==> config.mk <==
export PLATFORM = sky130hd
export DESIGN_NAME = pc_seq
export DESIGN_NICKNAME = d
export VERILOG_FILES = /design/src/rtl/pc_pkg.sv /design/src/rtl/pc_ras.sv /design/src/rtl/pc_seq.sv
export SDC_FILE = /design/constraint.sdc
export NUM_CORES = 1
export LEC_CHECK = 0
export ABC_AREA = 1
export CAP_MARGIN = 20
export CORE_ASPECT_RATIO = 1.4
export CORE_MARGIN = 4
export CORE_UTILIZATION = 40
export DETAILED_ROUTE_END_ITERATION = 12
export DONT_BUFFER_PORTS = 1
export PLACE_DENSITY = 0.64
export SLEW_MARGIN = 10
export SYNTH_ARGS = -nofsm -noshare
export SYNTH_HDL_FRONTEND = slang
export SYNTH_SLANG_ARGS = --single-unit
==> constraint.sdc <==
create_clock -name clk -period 1.7 [get_ports clk]
set_input_delay 0.34 -clock clk [delete_from_list [all_inputs] [get_ports clk]]
set_output_delay 0.34 -clock clk [all_outputs]
set_load 0.03 [all_outputs]
==> src/rtl/pc_pkg.sv <==
// ============================================================================
//  Module      : pc_pkg
//  Description : Shared constants for the program-counter sequencer: the
//                operation field width and the operation encodings that the
//                instruction decoder presents on the op port.
//  Revision    : 1.0 - initial release
// ============================================================================
`default_nettype none

package pc_pkg;

    localparam int OP_W = 3;

    localparam logic [OP_W-1:0] OP_INC  = 3'd0;
    localparam logic [OP_W-1:0] OP_JMP  = 3'd1;
    localparam logic [OP_W-1:0] OP_BR   = 3'd2;
    localparam logic [OP_W-1:0] OP_CALL = 3'd3;
    localparam logic [OP_W-1:0] OP_RET  = 3'd4;
    // Encodings 5..7 are reserved and behave as OP_INC.

endpackage

`default_nettype wire

==> src/rtl/pc_ras.sv <==
// ============================================================================
//  Module      : pc_ras
//  Description : Circular return-address stack. A push on a full stack either
//                overwrites the oldest entry (OVERWRITE=1) or is dropped
//                (OVERWRITE=0); a pop on an empty stack is ignored. Both cases
//                are reported on overflow/underflow in the same cycle.
//  Ports       : clk, rst (async, active-low)
//                push, push_data   - push request and return address
//                pop               - pop request
//                top               - newest entry (valid when !empty)
//                full, empty       - registered occupancy flags
//                overflow          - push requested while full
//                underflow         - pop requested while empty
//  Revision    : 1.0 - initial release
// ============================================================================
`default_nettype none

module pc_ras #(
    parameter int AW        = 8,
    parameter int RAS_DEPTH = 4,
    parameter bit OVERWRITE = 1'b1
) (
    input  logic          clk,
    input  logic          rst,
    input  logic          push,
    input  logic [AW-1:0] push_data,
    input  logic          pop,
    output logic [AW-1:0] top,
    output logic          full,
    output logic          empty,
    output logic          overflow,
    output logic          underflow
);

    localparam int PW = (RAS_DEPTH > 1) ? $clog2(RAS_DEPTH) : 1;
    localparam int CW = $clog2(RAS_DEPTH + 1);
    localparam logic [PW-1:0] PTR_LAST = PW'(RAS_DEPTH - 1);
    localparam logic [CW-1:0] CNT_MAX  = CW'(RAS_DEPTH);

    logic [AW-1:0] stack [RAS_DEPTH];
    logic [PW-1:0] ptr;        // next slot to write; ptr-1 is the newest entry
    logic [PW-1:0] ptr_inc;
    logic [PW-1:0] ptr_dec;
    logic [CW-1:0] count;
    logic [CW-1:0] count_nxt;
    logic          do_push;
    logic          do_pop;

    // Explicit wrap so a non-power-of-two depth still cycles through 0..DEPTH-1.
    assign ptr_inc = (ptr == PTR_LAST) ? '0 : ptr + 1'b1;
    assign ptr_dec = (ptr == '0) ? PTR_LAST : ptr - 1'b1;

    assign top       = stack[ptr_dec];
    assign overflow  = push & full;
    assign underflow = pop & empty;

    // When full, ptr points at the oldest entry, so a push there is exactly
    // the circular overwrite of the oldest return address.
    assign do_push = push & (~full | OVERWRITE);
    assign do_pop  = pop & ~empty & ~push;

    always_comb begin
        count_nxt = count;
        if (do_push && !full) begin
            count_nxt = count + 1'b1;
        end else if (do_pop) begin
            count_nxt = count - 1'b1;
        end
    end

    always_ff @(posedge clk or negedge rst) begin
        if (!rst) begin
            ptr   <= '0;
            count <= '0;
            full  <= 1'b0;
            empty <= 1'b1;
        end else begin
            if (do_push) begin
                ptr <= ptr_inc;
            end else if (do_pop) begin
                ptr <= ptr_dec;
            end
            count <= count_nxt;
            full  <= (count_nxt == CNT_MAX);
            empty <= (count_nxt == '0);
        end
    end

    // Entry contents are don't-care after reset; only the pointer/count matter.
    always_ff @(posedge clk) begin
        if (do_push) begin
            stack[ptr] <= push_data;
        end
    end

endmodule

`default_nettype wire

==> src/rtl/pc_seq.sv <==
// ============================================================================
//  Module      : pc_seq
//  Description : Program-counter sequencer with increment, absolute jump,
//                conditional PC-relative branch, call/return through an
//                internal return-address stack, and stall via en.
//                Optional macro PC_RAS_TRAP_EN: a CALL on a full stack or a
//                RET on an empty stack redirects the PC to TRAP_VEC and the
//                overflowing push is dropped instead of overwriting.
//  Ports       : clk, rst (async, active-low)
//                en                  - step enable (0 = hold everything)
//                op                  - INC/JMP/BR/CALL/RET (5..7 = INC)
//                tgt                 - JMP/CALL target
//                br_off, br_take     - BR offset (two's complement) and condition
//                adrs_out            - current PC (register output)
//                ras_full, ras_empty - stack occupancy flags
//                err                 - sticky overflow/underflow flag
//  Revision    : 1.0 - initial release
// ============================================================================
`default_nettype none

module pc_seq
    import pc_pkg::*;
#(
    parameter int            AW        = 8,
    parameter int            RAS_DEPTH = 4,
    parameter logic [AW-1:0] RST_VEC   = '0,
    parameter logic [AW-1:0] TRAP_VEC  = '1
) (
    input  logic            clk,
    input  logic            rst,
    input  logic            en,
    input  logic [OP_W-1:0] op,
    input  logic [AW-1:0]   tgt,
    input  logic [AW-1:0]   br_off,
    input  logic            br_take,
    output logic [AW-1:0]   adrs_out,
    output logic            ras_full,
    output logic            ras_empty,
    output logic            err
);

`ifdef PC_RAS_TRAP_EN
    localparam bit TRAP_EN = 1'b1;
`else
    localparam bit TRAP_EN = 1'b0;
`endif

    logic [AW-1:0] pc;
    logic [AW-1:0] pc_inc;
    logic [AW-1:0] next_pc;
    logic [AW-1:0] ras_top;
    logic          push;
    logic          pop;
    logic          overflow;
    logic          underflow;

    assign pc_inc   = pc + AW'(1);
    assign adrs_out = pc;

    // Stack strobes are gated by en so a stalled CALL/RET never touches it.
    assign push = en & (op == OP_CALL);
    assign pop  = en & (op == OP_RET);

    pc_ras #(
        .AW        (AW),
        .RAS_DEPTH (RAS_DEPTH),
        .OVERWRITE (!TRAP_EN)
    ) u_ras (
        .clk       (clk),
        .rst       (rst),
        .push      (push),
        .push_data (pc_inc),
        .pop       (pop),
        .top       (ras_top),
        .full      (ras_full),
        .empty     (ras_empty),
        .overflow  (overflow),
        .underflow (underflow)
    );

    always_comb begin
        next_pc = pc_inc;
        case (op)
            OP_JMP:  next_pc = tgt;
            OP_BR:   next_pc = br_take ? pc + br_off : pc_inc;
            OP_CALL: next_pc = (TRAP_EN && overflow) ? TRAP_VEC : tgt;
            OP_RET:  next_pc = underflow ? (TRAP_EN ? TRAP_VEC : pc_inc) : ras_top;
            default: next_pc = pc_inc;
        endcase
    end

    always_ff @(posedge clk or negedge rst) begin
        if (!rst) begin
            pc  <= RST_VEC;
            err <= 1'b0;
        end else if (en) begin
            pc <= next_pc;
            if (overflow || underflow) begin
                err <= 1'b1;
            end
        end
    end

endmodule

`default_nettype wire

Word-level counts from Yosys, hierarchy flattened
Memory sizes are Yosys's and may differ from the RTL's.
Cells that the tools add are included.
{"block": "word_totals", "memories": 1, "register_bits": 16, "in_bits": 23, "wordCells": 46, "ramBits": 32, "out_inout_bits": 11}
{"memory": "u_ras.stack", "words": 4, "width": 8, "rd": 1, "rd_clocked_by_memory_dff": 0, "write_ports": 1, "line_no": "pc_ras.sv:40", "rtl": "logic [AW-1:0] stack [RAS_DEPTH];"}
{"block": "op_classes", "n_addsub": 6, "eq_ne": 6, "reduce_logical": 8, "muxes": 11, "bitwise_logic": 8}
{"operator": "$pmux W8 S3", "n": 1}
{"operator": "$mux W8", "n": 2}
{"operator": "$add A8 B1 Y8 const B", "n": 1}
{"operator": "$add A8 B8 Y8", "n": 1}
{"operator": "$mux W2", "n": 4}
{"operator": "$and A1 B1 Y1", "n": 6}
{"operator": "$eq A3 B2 Y1 const B", "n": 2}
{"operator": "$eq A3 B3 Y1 const B", "n": 2}
{"operator": "$mux W3", "n": 2}
{"operator": "$add A3 B1 Y3 const B", "n": 1}
{"operator": "$eq A3 B1 Y1 const B", "n": 1}
{"operator": "$logic_not A3 Y1", "n": 1}
{"operator": "$sub A3 B1 Y3 const B", "n": 1}
{"operator": "$add A2 B1 Y2 const B", "n": 1}
{"operator": "$eq A2 B2 Y1 const B", "n": 1}
{"operator": "$logic_not A2 Y1", "n": 1}
{"operator": "$mux W1", "n": 2}
{"operator": "$not A1 Y1", "n": 2}
{"operator": "$reduce_and A2 Y1", "n": 1}
{"operator": "$reduce_bool A2 Y1", "n": 1}
{"operator": "$reduce_or A2 Y1", "n": 1}
{"operator": "$sub A2 B1 Y2 const B", "n": 1}
{"operator": "$logic_and A1 B1 Y1", "n": 1}
{"operator": "$logic_not A1 Y1", "n": 1}
{"operator": "$logic_or A1 B1 Y1", "n": 1}

Logic depth before layout (Yosys ltp)
{"block": "logic_depth", "depth_word": 7, "depth_mapped": 11}

Hierarchy
A second synthesis with hierarchy kept.
{"block": "unflattened", "hier_cells": 345, "hier_area_um2": 2974.1}
{"mod": "pc_ras", "n_inst": 1, "area_each_um2": 1793.0, "seq_area_each_um2": 1137.3, "cells_per_inst": 159}
{"mod": "pc_seq", "n_inst": 1, "area_each_um2": 1181.1, "seq_area_each_um2": 225.2, "cells_per_inst": 186}

Least setup slack after synthesis
Ideal clock, no wire load.
{"block": "synth_path", "path_type": "reg2reg", "startpoint": "reg pc[0] (netlist: adrs_out[0])", "endpoint": "reg pc[4] (netlist: adrs_out[4])", "stages_incl_launch_ff": 11, "path_slack_ns": -0.099, "period_less_slack_ns": 1.799, "setup_time_ns": 0.119, "t_arrival_ns": 1.681, "path_cell_list": "dfrtp_1 -> ha_1 -> fa_1 -> nand3_1 -> nand3b_1 -> nand2_1 -> nand2_1 -> nand2_1 -> nand2_1 -> nor2_1 -> nor2_1"}
{"block": "synth_between", "elab_chain_cells": 3}
{"item": "start: declaration", "line_no": "pc_seq.sv:48", "rtl": "logic [AW-1:0] pc;"}
{"item": "start signal: assignment", "line_no": "pc_seq.sv:97", "rtl": "pc <= next_pc;"}
{"item": "$add A8 B1 Y8 or $add A8 B8 Y8 (tied branches)", "line_no": "pc_seq.sv:57, pc_seq.sv:85"}
{"item": "$mux W8 (on tied branches)", "line_no": "pc_seq.sv:87, pc_seq.sv:85"}
{"item": "$pmux W8 S3 (*)", "line_no": "pc_seq.sv:83", "rtl": "case (op)"}
Mark *: on every way between the ends. The rest lies on a longest branch, timed or not.
A chain may end at the register's enable or synchronous reset.

Worst setup path in the final report
{"block": "layout_path", "startpoint": "reg pc[2] (netlist: adrs_out[2])", "endpoint": "reg pc[7] (netlist: adrs_out[7])"}
The elaborated chain is that of the path after synthesis.

==> results.yml <==
routing:
  vias: 2399
  drtAntennaViolNets: 0
  first_pass_iters: 4
  routed_wirelength_mm: 6.93
  drc: 0
  drtIter0Drc: 121
  wl_per_cell_um: 14.4
  vias_per_cell: 5.00
die:
  die_w_um: 79.9
  row_count: 36
  die-height_um: 109
  num_io_pins: 34
  coreArea_um2: 6980
  initial_core_util: 0.415
  die_area_um2: 8680
finish:
  layout_common_cells: "nand2_1, inv_1, nand3_1"
  final_area_um2: 3410
  regArea_um2: 1370
  drive_gt1_frac: 0.192
  area_growth_pct: 17.7
  final_common_cell: "nand2_1"
  n_fill_cell: 657
  multi_input_area_um2: 1380
  antenna_cells: 0
  nets: 422
synth:
  syn_avg_cell_area_um2: 8.22
  synth_top_family_by_area: "simple AND/OR/NAND/NOR gates"
  synth-compound-area-share: 0.0774
  syn_nets: 390
  synth_fa_ha_area_frac: 0.0674
  synthMuxAreaShare: 0
  ys_warn_count: 0
  synth_xor_area_frac: 0.0238
  ys_seq_area_frac: 0.471
  synth-simple-area-share: 0.281
  syn_area_um2: 2890
  synth_cell_type_count: 34
  synth_top_cell_area_share: 0.332
  syn_inst: 352
  synth_top_area_cell: "edfxtp_1"
  synth_area_leaders: "edfxtp_1, dfrtp_1, nand2_1"
  synth_seq_cells: 48
clocking:
  cts.sinks: 48
  root_buffer: "clkbuf_8"
  clock_path_buffers: 2
  cts_buffers: 5
  cts_tree: "yes"
  clkLatencyLatePin_ns: 0.31
  htreeDepth: 2
  cts.clk_slew.worst_paths_ns: 0.10
global_routing:
  met2_usage: 0.306
  grt_start_max_net_pins: 21
  grt_usage: 0.168
  met1_usage: 0.193
  use_met3: 0.0256
  antenna_found_initial: 0
  grt_pass1_wl_mm: 11.1
  grt_overflow: 0
  grt.busiest_layer: "met2"
  grt_pass1_vias: 2303
power_and_ir_drop:
  p_leak_nw: 1.54
  powerDensity_nw_per_um2: 1460
  peakVddDrop_uv: 837
setup_path:
  slowest_stage: "dfrtp_1"
  crit_type: "reg2reg"
  cp-end-kind: "flip-flop"
  reg2regPathDepth: 8
  cp_top_family: "simple AND/OR/NAND/NOR gates"
  r2r_slack_ns: 0.1
  rr_startpoint: "adrs_out[2]"
  required_ns: 1.93
  path_max_fanout: 5
  slowest_delay_ns: 0.43
  startpoint: "adrs_out[2]"
  arrival_ns: 1.84
  cp.depth: 8
  cpMostUsedCell: "nand2_1"
  crit_path_start_kind: "flip-flop"
  crit_end: "adrs_out[7]"
  path_buf_inv: 0
  crit_chain: "ha_1, a21oi_1, nand2_1, nand2_1, nand3_1, nand3_1, nand2_1, a21oi_1"
  timing.rr.end: "adrs_out[7]"
timing:
  fmax_mhz: 625
  rsz0062_at_grt: "true"
  period_share: 0.941
  worstMarginPinSlew_ns: 0.815
  hold_viol_final: 0
  hold-worst-slack_ns: 0.186
  fin_crit_ns: 1.60
  setup_violations: 0
  drv_slew: 0
  slew_headroom: 0.455
  clock_skew_ns: 0.0116
placement:
  port_buffers: 0
  dp_hpwl_mm: 5.23
  gp_congestion: 0.856
  placed_area_um2: 3210
status:
  status: "complete, no violations"
hold_path:
  min_path_type: "in2reg"
flow_run:
  cap_violations: 0
[layer usage]
layer | vias to the layer above | share of wire
met4 | 0 | 0.021
met2 | 50 | 0.53
li1 | 1215 | -
met5 | - | 0
met3 | 7 | 0.034
met1 | 1127 | 0.41
[cell usage after synthesis]
cell / number
nand3_2: 2
nor3_4: 1
clkinv_2: 1
o221ai_1: 2
nand4_1: 1
o21ai_0: 7
or2_1: 1
nor2_2: 2
nand3b_1: 2
o21bai_1: 1
a211o_1: 1
inv_2: 5
inv_1: 46
buf_2: 3
clkbuf_1: 2
o21ai_1: 2
clkinv_1: 1
nor2_1: 35
nand3_4: 1
buf_4: 1
nand3_1: 44
xnor2_1: 3
edfxtp_1: 32
ha_1: 14
nor3_1: 1
dfrtp_1: 15
nand2_1: 90
nand2_2: 4
fa_1: 1
dfstp_2: 1
o211ai_1: 6
xor2_2: 1
a21oi_1: 20
xor2_1: 3
[state kept, by name (all words and copies together), names as in the netlist]
| signal | count |
|---|---|
| u_ras.stack | 32 |
| adrs_out | 8 |
| u_ras.count | 3 |
| u_ras.ptr | 2 |
| err | 1 |
| u_ras.empty | 1 |
| u_ras.full | 1 |
[power breakdown]
group	internal, mW	switching (mW)	total, mW
sequential	1.51	0.191	1.70
clock	0.333	0.394	0.727
combinational	0.998	1.54	2.54
total	2.84	2.12	4.96
[repair_timing]
action                                  in CTS  in global routing
hold buffers                                 1                  0
cloned                                       0                  1
gates resized for setup                      1                 22
pin swaps                                    0                  5
endpoints found under the hold margin       16                  0
endpoints found under the setup margin       1                  8
buffers inserted                             0                  1
[worst min-delay path by stage]
stage | from | to | slack (ns) | cells past startpoint
after floorplan | rst | adrs_out[0] | 0.04 | 0
after global placement | rst | u_ras.ptr[0] | 0.04 | 0
after detailed placement | rst | u_ras.ptr[0] | 0.04 | 0
after CTS | en | adrs_out[3] | 0.17 | 2
after global routing | en | adrs_out[3] | 0.18 | 2
final | en | adrs_out[3] | 0.19 | 2
[cell type report]
type / instances / area share
tap: 95 / 0.0349
timing repair inverter: 1 / 0.00147
inverter: 53 / 0.0599
timing repair buffer: 30 / 0.0690
clock inverter: 2 / 0.00404
multi-input combinational: 245 / 0.406
clock buffer: 6 / 0.0242
sequential: 48 / 0.401
[metrics by stage]
| stage | utilization | setup slack [ns] | power, mW | cells | TNS [ns] |
|---|---|---|---|---|---|
| 4_1_cts | 0.475 | 0.0140 | 4.79 | 478 | 0 |
| 3_5_place_dp | 0.459 | 0.0268 | 4.04 | 469 | 0 |
| 6_report | 0.488 | 0.0996 | 4.96 | 480 | 0 |
| 2_1_floorplan | - | 0.00210 | 3.28 | 352 | 0 |
| 5_1_grt | 0.488 | -0.0152 | 5.36 | 480 | -0.0256 |
| 3_3_place_gp | 0.459 | 0.0484 | 3.99 | 469 | 0 |
[cell families (layout without fill, tap and decap cells)]
logic type | after synthesis | after routing
fa+ha+maj | 15 | 15
compound gates | 39 | 39
buf+inv | 59 | 92
simple gates | 184 | 184
flops | 48 | 48
xor+xnor | 7 | 7
Power figures use the tool's default switching activity.
